File: src/rtl/rv32i_types.sv
// Shared types and line geometry for the cache-to-memory arbiter.
// A 256-bit cache line moves as four 64-bit beats.
package rv32i_types;

    localparam int BEATS  = 4;
    localparam int LINE_W = 256;
    localparam int BEAT_W = LINE_W / BEATS;

    typedef enum logic [2:0] {
        IDLE,
        I_RD,
        D_RD,
        D_WR,
        DONE
    } arb_state_e;

    typedef enum logic {
        GRANT_I = 1'b0,
        GRANT_D = 1'b1
    } grant_e;

endpackage

File: src/rtl/line_adapter.sv
// Converts between one 256-bit line buffer and 64-bit memory beats.
// The beat counter selects both the write beat and the read beat slot.
module line_adapter
    import rv32i_types::*;
(
    input  logic              clk,
    input  logic              rst,
    input  logic              clear,
    input  logic              load,
    input  logic [LINE_W-1:0] load_line,
    input  logic              beat_vld,
    input  logic              beat_capture,
    input  logic [BEAT_W-1:0] rdata_beat,
    output logic [BEAT_W-1:0] wdata_beat,
    output logic [LINE_W-1:0] line,
    output logic              last_beat
);

    logic [1:0]        cnt_q;
    logic [LINE_W-1:0] line_q;

    always_ff @(posedge clk) begin
        if (rst) begin
            cnt_q  <= '0;
            line_q <= '0;
        end else if (clear) begin
            cnt_q <= '0;
            if (load) begin
                line_q <= load_line;
            end
        end else if (beat_vld) begin
            cnt_q <= cnt_q + 2'd1;
            if (beat_capture) begin
                line_q[{cnt_q, 6'd0} +: BEAT_W] <= rdata_beat;
            end
        end
    end

    assign wdata_beat = line_q[{cnt_q, 6'd0} +: BEAT_W];
    assign line       = line_q;
    assign last_beat  = (cnt_q == 2'(BEATS - 1));

endmodule

File: src/rtl/cache_arbiter.sv
// Arbitrates I-cache fills and D-cache fills/writebacks onto one burst
// memory port; ties alternate between the two caches.
module cache_arbiter
    import rv32i_types::*;
(
    input  logic               clk,
    input  logic               rst,
    input  logic               i_read,
    input  logic [31:0]        i_address,
    output logic [LINE_W-1:0]  i_rdata,
    output logic               i_resp,
    input  logic               d_read,
    input  logic               d_write,
    input  logic [31:0]        d_address,
    input  logic [LINE_W-1:0]  d_wdata,
    output logic [LINE_W-1:0]  d_rdata,
    output logic               d_resp,
    output logic               pmem_read,
    output logic               pmem_write,
    output logic [31:0]        pmem_address,
    output logic [BEAT_W-1:0]  pmem_wdata,
    input  logic [BEAT_W-1:0]  pmem_rdata,
    input  logic               pmem_resp
);

    arb_state_e        state_q, state_d;
    grant_e            last_grant_q;
    logic [31:0]       addr_q;
    logic              d_wins;
    logic              grant;
    logic              grant_wr;
    logic              in_burst;
    logic              beat_vld;
    logic              last_beat;
    logic [LINE_W-1:0] line;
    logic              unused_addr_bits;

    assign unused_addr_bits = ^{i_address[4:0], d_address[4:0]};

    always_comb begin
        state_d = state_q;
        d_wins  = (d_read || d_write) && (!i_read || last_grant_q == GRANT_I);
        case (state_q)
            IDLE: begin
                if (d_wins) begin
                    state_d = d_write ? D_WR : D_RD;
                end else if (i_read) begin
                    state_d = I_RD;
                end
            end
            I_RD, D_RD, D_WR: begin
                if (pmem_resp && last_beat) begin
                    state_d = DONE;
                end
            end
            DONE:    state_d = IDLE;
            default: state_d = IDLE;
        endcase
    end

    assign grant    = (state_q == IDLE) && (state_d != IDLE);
    assign grant_wr = grant && (state_d == D_WR);
    assign in_burst = (state_q == I_RD) || (state_q == D_RD) || (state_q == D_WR);
    assign beat_vld = in_burst && pmem_resp;

    always_ff @(posedge clk) begin
        if (rst) begin
            state_q      <= IDLE;
            last_grant_q <= GRANT_I;
            addr_q       <= '0;
        end else begin
            state_q <= state_d;
            if (grant) begin
                last_grant_q <= d_wins ? GRANT_D : GRANT_I;
                addr_q       <= d_wins ? {d_address[31:5], 5'd0} : {i_address[31:5], 5'd0};
            end
        end
    end

    line_adapter u_line_adapter (
        .clk          (clk),
        .rst          (rst),
        .clear        (grant),
        .load         (grant_wr),
        .load_line    (d_wdata),
        .beat_vld     (beat_vld),
        .beat_capture (state_q != D_WR),
        .rdata_beat   (pmem_rdata),
        .wdata_beat   (pmem_wdata),
        .line         (line),
        .last_beat    (last_beat)
    );

    // Moore outputs: everything below depends only on registered state
    assign pmem_read    = (state_q == I_RD) || (state_q == D_RD);
    assign pmem_write   = (state_q == D_WR);
    assign pmem_address = addr_q;
    assign i_resp       = (state_q == DONE) && (last_grant_q == GRANT_I);
    assign d_resp       = (state_q == DONE) && (last_grant_q == GRANT_D);
    assign i_rdata      = line;
    assign d_rdata      = line;

endmodule

File: config.mk
export PLATFORM = sky130hd
export DESIGN_NAME = cache_arbiter
export DESIGN_NICKNAME = d
export VERILOG_FILES = /design/src/rtl/rv32i_types.sv /design/src/rtl/line_adapter.sv /design/src/rtl/cache_arbiter.sv
export SDC_FILE = /design/constraint.sdc
export NUM_CORES = 1
export LEC_CHECK = 0
export BUFFER_PORTS_ARGS = -buffer_cell sky130_fd_sc_hd__clkbuf_2
export CORE_AREA = 5 5 393 395
export CTS_CLUSTER_SIZE = 30
export DETAILED_ROUTE_END_ITERATION = 6
export DIE_AREA = 0 0 398 400
export GPL_TIMING_DRIVEN = 0
export PLACE_DENSITY = 0.32
export SLEW_MARGIN = 20
export SYNTH_ARGS = -nofsm -noshare
export SYNTH_HDL_FRONTEND = slang
export SYNTH_HIERARCHICAL = 1
export SYNTH_SLANG_ARGS = --single-unit
File: constraint.sdc
create_clock -name clk -period 4.89 [get_ports clk]
set_clock_uncertainty 0.05 [all_clocks]
set_input_delay 0.489 -clock clk [delete_from_list [all_inputs] [get_ports clk]]
set_output_delay 0.489 -clock clk [all_outputs]
set_load 0.02 [all_outputs]
==> flow_summary.toml, run 1 <==
[status]
status = "completed"

[cells_and_area]
layout-drive-gt1-share = 0.544
nets = 3283
area.growth.synth_to_final_pct = 53.6

[global_route]
grt_usage = 0.195
antenna_found_initial = 50
grt-ovfl-total = 0
grt_start_max_net_pins = 15
grt_pass1_vias = 20900
grt_pass1_wl_mm = 209

[timing]
worst_slew_pin_slew_ns = 1.13
fin_ws_ns = 0.342
setup_viol = 0
max_slew_margin = 0.249
min_period_ns = 4.55
rsz0062_at_grt = "no"
holdWs_ns = 0.0780
setup_tns_ns = 0
hold_violations = 0
fin_crit_sh = 0.930
fmax_mhz = 220
slew_violations = 0

[placement]
dp_slack_ns = 0.337
dpl.hpwl_mm = 132
routabilityCongestion = 0.793
portBuffers = 986

[drt]
drt-total-wl_mm = 164
firstDrtPassIters = 5
vias = 21300
routedWlPerCell_um = 33.0
drc_errors = 0
routed_via_density = 4.29
drt_iter0_markers = 1656
postRouteAntennaNets = 0

[pwr]
clock_power_share = 0.295
p_per_area_nw_per_um2 = 422
netSwitchingFraction = 0.441
pwr-share-seq = 0.295
ir_drop_v = 0.000246
p_comb_frac = 0.410
switchingPower_w = 0.00493
p_leak_nw = 11.2
p_int_w = 0.00625

[clock_tree]
clk_pin_slew_ns = 0.06
insertion_delay_ns = 0.61
cts_tree = "built"
cts.sinks = 289
cts_buffer_depth = 3
htreeDepth = 2
cts_buffers = 43
cts-resized-gates = 0
ctsHoldBuffers = 0
post-cts-setup-buffer-count = 0
root_buffer = "clkbuf_16"

[run]
drv_cap = 0

[worst_setup_path]
crit_required_ns = 5.36
max_stage_delay_ns = 0.85
crit_type = "register to register"
endpoint_kind = "register"
cp.buffers_inverters = 6
crit_chain = "buf_2, buf_4, buf_2, inv_1, ha_1, nor4b_2, buf_2, buf_2, a32oi_1, a211oi_1"
setup.worst_path.start = "u_line_adapter/cnt_q[0]$_SDFFE_PP0P_"
crit_path_start_kind = "register"
critPathArrivalTime_ns = 5.01
critPathSlowestCell = "buf_2"
reg2reg_from = "u_line_adapter/cnt_q[0]$_SDFFE_PP0P_"
critPathMostFrequentCell = "buf_2"
crit_family = "buffers and inverters"
crit_fanout = 10

[floorplanning]
die-area_sq_um = 159000
die_h_um = 400
fp.coreArea_sq_um = 151000
pin_count = 1002
start_util = 0.114
die_w_um = 398
rows = 143

[synth]
syn_avg_cell_area_sq_um = 9.35
syn_area_sq_um = 17200
synth_top_cell_area_share = 0.336
yosysUniqueCellTypes = 40
yosys_register_bits = 289
synth.yosys.seq_area_share = 0.336
synth_cells = 1843
yosysTopAreaCell = "dfxtp_1"
synth_area_leaders = "dfxtp_1 (34%), buf_4 (12%), a32oi_1 (9.8%), mux4_2 (8.4%), nor3_1 (7.5%)"
yosysWarnings = 6

[hold_path]
hold_path_class = "input port to register"
hold_path_startpoint = "i_address[5]"
cells in the final DEF (no fill, tap or decap), types with 2 or more instances in the layout:
master      instances
clkbuf_2          999
dfxtp_1           289
buf_4             273
nor3_1            259
a32oi_1           192
a211oi_1          133
nand2_1           123
clkbuf_1          123
buf_2              75
a311oi_1           71
mux4_2             64
nand4_1            64
a211oi_2           60
clkbuf_16          44
nor2_1             33
a311oi_2           20
diode_2            19
clkbuf_8           14
buf_6              10
buf_1              10
buf_16              7
conb_1              5
clkinv_2            5
ha_1                5
inv_1               4
and4b_1             4
buf_12              3
xnor2_1             2
clkinvlp_4          2
nor2b_1             2
and2_1              2
or2_1               2
or2_2               2
power by group through the flow:
stage | combinational, W | sequential [W] | clock, W
after global placement | 0.00462 | 0.00336 | 0
after global routing | 0.00485 | 0.00334 | 0.00347
after floorplan | 0.00235 | 0.00339 | 0
after detailed placement | 0.00463 | 0.00337 | 0
after CTS | 0.00464 | 0.00332 | 0.00342
final | 0.00458 | 0.00330 | 0.00330
synthesized netlist by cell type:
| library cell | instances |
|---|---|
| dfxtp_1 | 289 |
| nor2_2 | 1 |
| o21ai_0 | 1 |
| nand2_1 | 123 |
| a311oi_1 | 71 |
| nor3b_1 | 1 |
| or2_2 | 2 |
| mux4_2 | 64 |
| xnor2_1 | 2 |
| o21a_1 | 1 |
| mux2i_1 | 1 |
| a311oi_2 | 20 |
| o31a_2 | 1 |
| a2bb2oi_1 | 1 |
| o21ai_2 | 1 |
| nand4_1 | 64 |
| buf_6 | 10 |
| a21boi_0 | 1 |
| inv_1 | 4 |
| conb_1 | 1 |
| clkbuf_1 | 128 |
| and2_1 | 2 |
| a211oi_2 | 60 |
| and3_1 | 1 |
| nor3_2 | 1 |
| buf_2 | 73 |
| a32oi_1 | 192 |
| ha_1 | 5 |
| nor2b_1 | 2 |
| a22oi_1 | 1 |
| nor3_1 | 259 |
| or2_1 | 2 |
| nor4b_2 | 1 |
| nor4_1 | 1 |
| and4b_1 | 4 |
| nor3b_2 | 1 |
| buf_1 | 12 |
| buf_4 | 273 |
| nor2_1 | 33 |
| a211oi_1 | 133 |
metal layers:
layer	GRT usage	routed length, um	vias to the layer above
met5	0	137	-
met4	0.0417	3290	22
met3	0.0468	13200	169
met2	0.331	78900	1144
met1	0.251	68700	10800
li1	-	-	9126
metrics by stage:
stage / util / instances / power, W / cell area (sq um)
after floorplan: - / 1847 / 0.00574 / 17200
after global placement: 0.164 / 4863 / 0.00797 / 24700
after detailed placement: 0.166 / 4873 / 0.00799 / 25000
after CTS: 0.175 / 4950 / 0.0114 / 26400
after global routing: 0.175 / 4955 / 0.0117 / 26400
final: 0.176 / 4969 / 0.0112 / 26500
final cells by class:
type                       count  area [sq um]
antenna                       19          47.5
clock buffer                  66          1320
tap                         2030          2540
buffer                       496          3070
timing repair buffer         996          5190
fill                       17300        124000
multi-input combinational   1058          8400
inverter                       4          15.0
clock inverter                11           104
sequential                   289          5790
sequential cells by signal (all words and copies together), names as in the netlist:
register,flops
u_line_adapter/line,256
pmem_address,27
state_q,3
u_line_adapter/cnt_q,2
last_grant_q,1
path summary, 6_finish.rpt:
kind	endpoint	slack [ns]	depth (start not counted)
worst max register to register	u_line_adapter/line[13]$_SDFFE_PP0P_	0.34	10
worst max-delay path	u_line_adapter/line[13]$_SDFFE_PP0P_	0.34	10
worst min-delay path	pmem_address[5]$_SDFFE_PP0P_	0.08	3
worst min register to register	pmem_address[11]$_SDFFE_PP0P_	0.45	2
cells by family (layout without fill, tap and decap cells):
| kind of cell | after synthesis | after routing | share of synthesized area |
|---|---|---|---|
| multiplexers | 65 | 65 | 0.0842 |
| AO/OA/AOI/OAI | 483 | 483 | 0.256 |
| XOR/XNOR | 2 | 2 | 0.00102 |
| flip-flops | 289 | 289 | 0.336 |
| other | 1 | 24 | 0.000218 |
| buffers and inverters | 500 | 1573 | 0.178 |
| AND/OR/NAND/NOR | 498 | 498 | 0.141 |
| adder cells (fa/ha/maj) | 5 | 5 | 0.00363 |
tightest hold or removal path, cell delays in order:
cell      delay, ns
clkbuf_2       0.08
nand2_1        0.05
a311oi_1       0.08
(Power assumes the default switching activity.)
==> run 2, diff against run 1 <==
--- a/config.mk
+++ b/config.mk
@@ -11,6 +11,7 @@
 export DETAILED_ROUTE_END_ITERATION = 6
 export DIE_AREA = 0 0 398 400
 export GPL_TIMING_DRIVEN = 0
+export MAX_ROUTING_LAYER = met4
 export PLACE_DENSITY = 0.32
 export SLEW_MARGIN = 20
 export SYNTH_ARGS = -nofsm -noshare
==> flow_summary.toml, run 2 (synthesis gave the netlist of run 1 again) <==
[status]
status = "completed"

[floorplanning]
pin_count = 1002
die_w_um = 398
start_util = 0.114
rows = 143
fp.coreArea_sq_um = 151000
die_h_um = 400
die-area_sq_um = 159000

[cells_and_area]
layout-drive-gt1-share = 0.544
seq_area_sq_um = 5790
largest_reg_flops = 256
fillers = 17300
nets = 3283
stdcell_count = 4981
multi_input_area_sq_um = 8400
final_cell_mix = "clkbuf_2 (999), dfxtp_1 (289), buf_4 (273), nor3_1 (259), a32oi_1 (192)"
area.growth.synth_to_final_pct = 53.8
final_common_cell = "clkbuf_2"

[drt]
routed_via_density = 4.25
routedWlPerCell_um = 32.9
postRouteAntennaNets = 0
drc_errors = 0
drt-total-wl_mm = 164
firstDrtPassIters = 5
vias = 21200
drt_iter0_markers = 1738

[pwr]
ir_drop_v = 0.000245
p_per_area_nw_per_um2 = 422
power_w = 0.0112
p_leak_nw = 11.2

[worst_setup_path]
crit_fanout = 10
cp-endpoint = "u_line_adapter/line[13]$_SDFFE_PP0P_"
crit_required_ns = 5.36
rrSetupSlack_ns = 0.44
reg2regPathDepth = 10
critPathArrivalTime_ns = 4.92
reg2reg_from = "u_line_adapter/cnt_q[0]$_SDFFE_PP0P_"
endpoint_kind = "register"
crit_type = "register to register"
setup.worst_path.start = "u_line_adapter/cnt_q[0]$_SDFFE_PP0P_"
worstReg2RegEnd = "u_line_adapter/line[13]$_SDFFE_PP0P_"
crit_path_start_kind = "register"

[timing]
setup_tns_ns = 0
hold_violations = 0
worst_slew_pin_slew_ns = 1.12
setup_viol = 0
fmax_mhz = 225
slew_violations = 0
min_period_ns = 4.45
max_slew_margin = 0.254
fin_crit_sh = 0.910
fin_ws_ns = 0.441
rsz0062_at_grt = "no"

[global_route]
grt_start_max_net_pins = 15
grt-ovfl-total = 0
grt_pass1_wl_mm = 209
grt_usage = 0.200
antenna_found_initial = 52
grt_pass1_vias = 20900

[clock_tree]
htreeDepth = 2
ctsHoldBuffers = 0
insertion_delay_ns = 0.61
cts_buffer_depth = 3
cts_tree = "built"
post-cts-setup-buffer-count = 0
cts-resized-gates = 0
cts.sinks = 289
cts_buffers = 43
root_buffer = "clkbuf_16"
clk_pin_slew_ns = 0.07

[placement]
portBuffers = 986
place_inst = 4873
routabilityCongestion = 0.804
dpl.hpwl_mm = 132
dp_slack_ns = 0.337

[run]
drv_cap = 0

[hold_path]
hold_path_class = "input port to register"
==> run 2: layer usage <==
layer | track usage | share of wire
met5 | - | 0
met2 | 0.330 | 0.48
met3 | 0.0460 | 0.078
met1 | 0.252 | 0.42
met4 | 0.0415 | 0.020
==> run 2: worst min-delay path by stage <==
| stage | from | to | slack, ns | cells past startpoint |
|---|---|---|---|---|
| detailed placement | pmem_address[11]$_SDFFE_PP0P_ | pmem_address[11]$_SDFFE_PP0P_ | 0.45 | 2 |
| floorplan | state_q[0]$_SDFF_PP0_ | state_q[0]$_SDFF_PP0_ | 0.46 | 2 |
| CTS | d_address[5] | pmem_address[5]$_SDFFE_PP0P_ | 0.01 | 3 |
| global route | d_address[7] | pmem_address[7]$_SDFFE_PP0P_ | 0.06 | 3 |
| global placement | pmem_address[6]$_SDFFE_PP0P_ | pmem_address[6]$_SDFFE_PP0P_ | 0.44 | 2 |
| finish | d_address[9] | pmem_address[9]$_SDFFE_PP0P_ | 0.08 | 3 |
==> run 2: through the flow <==
step | hold slack, ns | utilization | area (sq um)
floorplan | 0.455 | - | 17200
global placement | 0.444 | 0.164 | 24700
detailed placement | 0.451 | 0.166 | 25000
CTS | 0.0103 | 0.175 | 26400
global route | 0.0564 | 0.176 | 26500
finish | 0.0793 | 0.176 | 26500
==> run 2: cell type report <==
| cell class | count | share of cell area |
|---|---|---|
| flip-flops and latches | 289 | 0.218 |
| inverters | 4 | 0.000566 |
| multi-input cells | 1058 | 0.317 |
| repair buffers | 996 | 0.196 |
| well taps | 2030 | 0.0958 |
| diodes | 31 | 0.00293 |
| clock buffers | 66 | 0.0499 |
| plain buffers | 496 | 0.116 |
| clock inverters | 11 | 0.00392 |
==> run 2: report_power, final <==
part,internal [W],switching [W]
clock network,0.00191,0.00138
logic,0.00165,0.00293
registers,0.00269,0.000614
==> run 2: worst max-delay path, stage by stage (launching register included) <==
cell and delay [ns]:
dfxtp_1 0.37, buf_2 0.21, buf_4 0.41, buf_2 0.81, inv_1 0.20, ha_1 0.41, nor4b_2 0.27, buf_2 0.69
buf_2 0.41, a32oi_1 0.21, a211oi_1 0.29
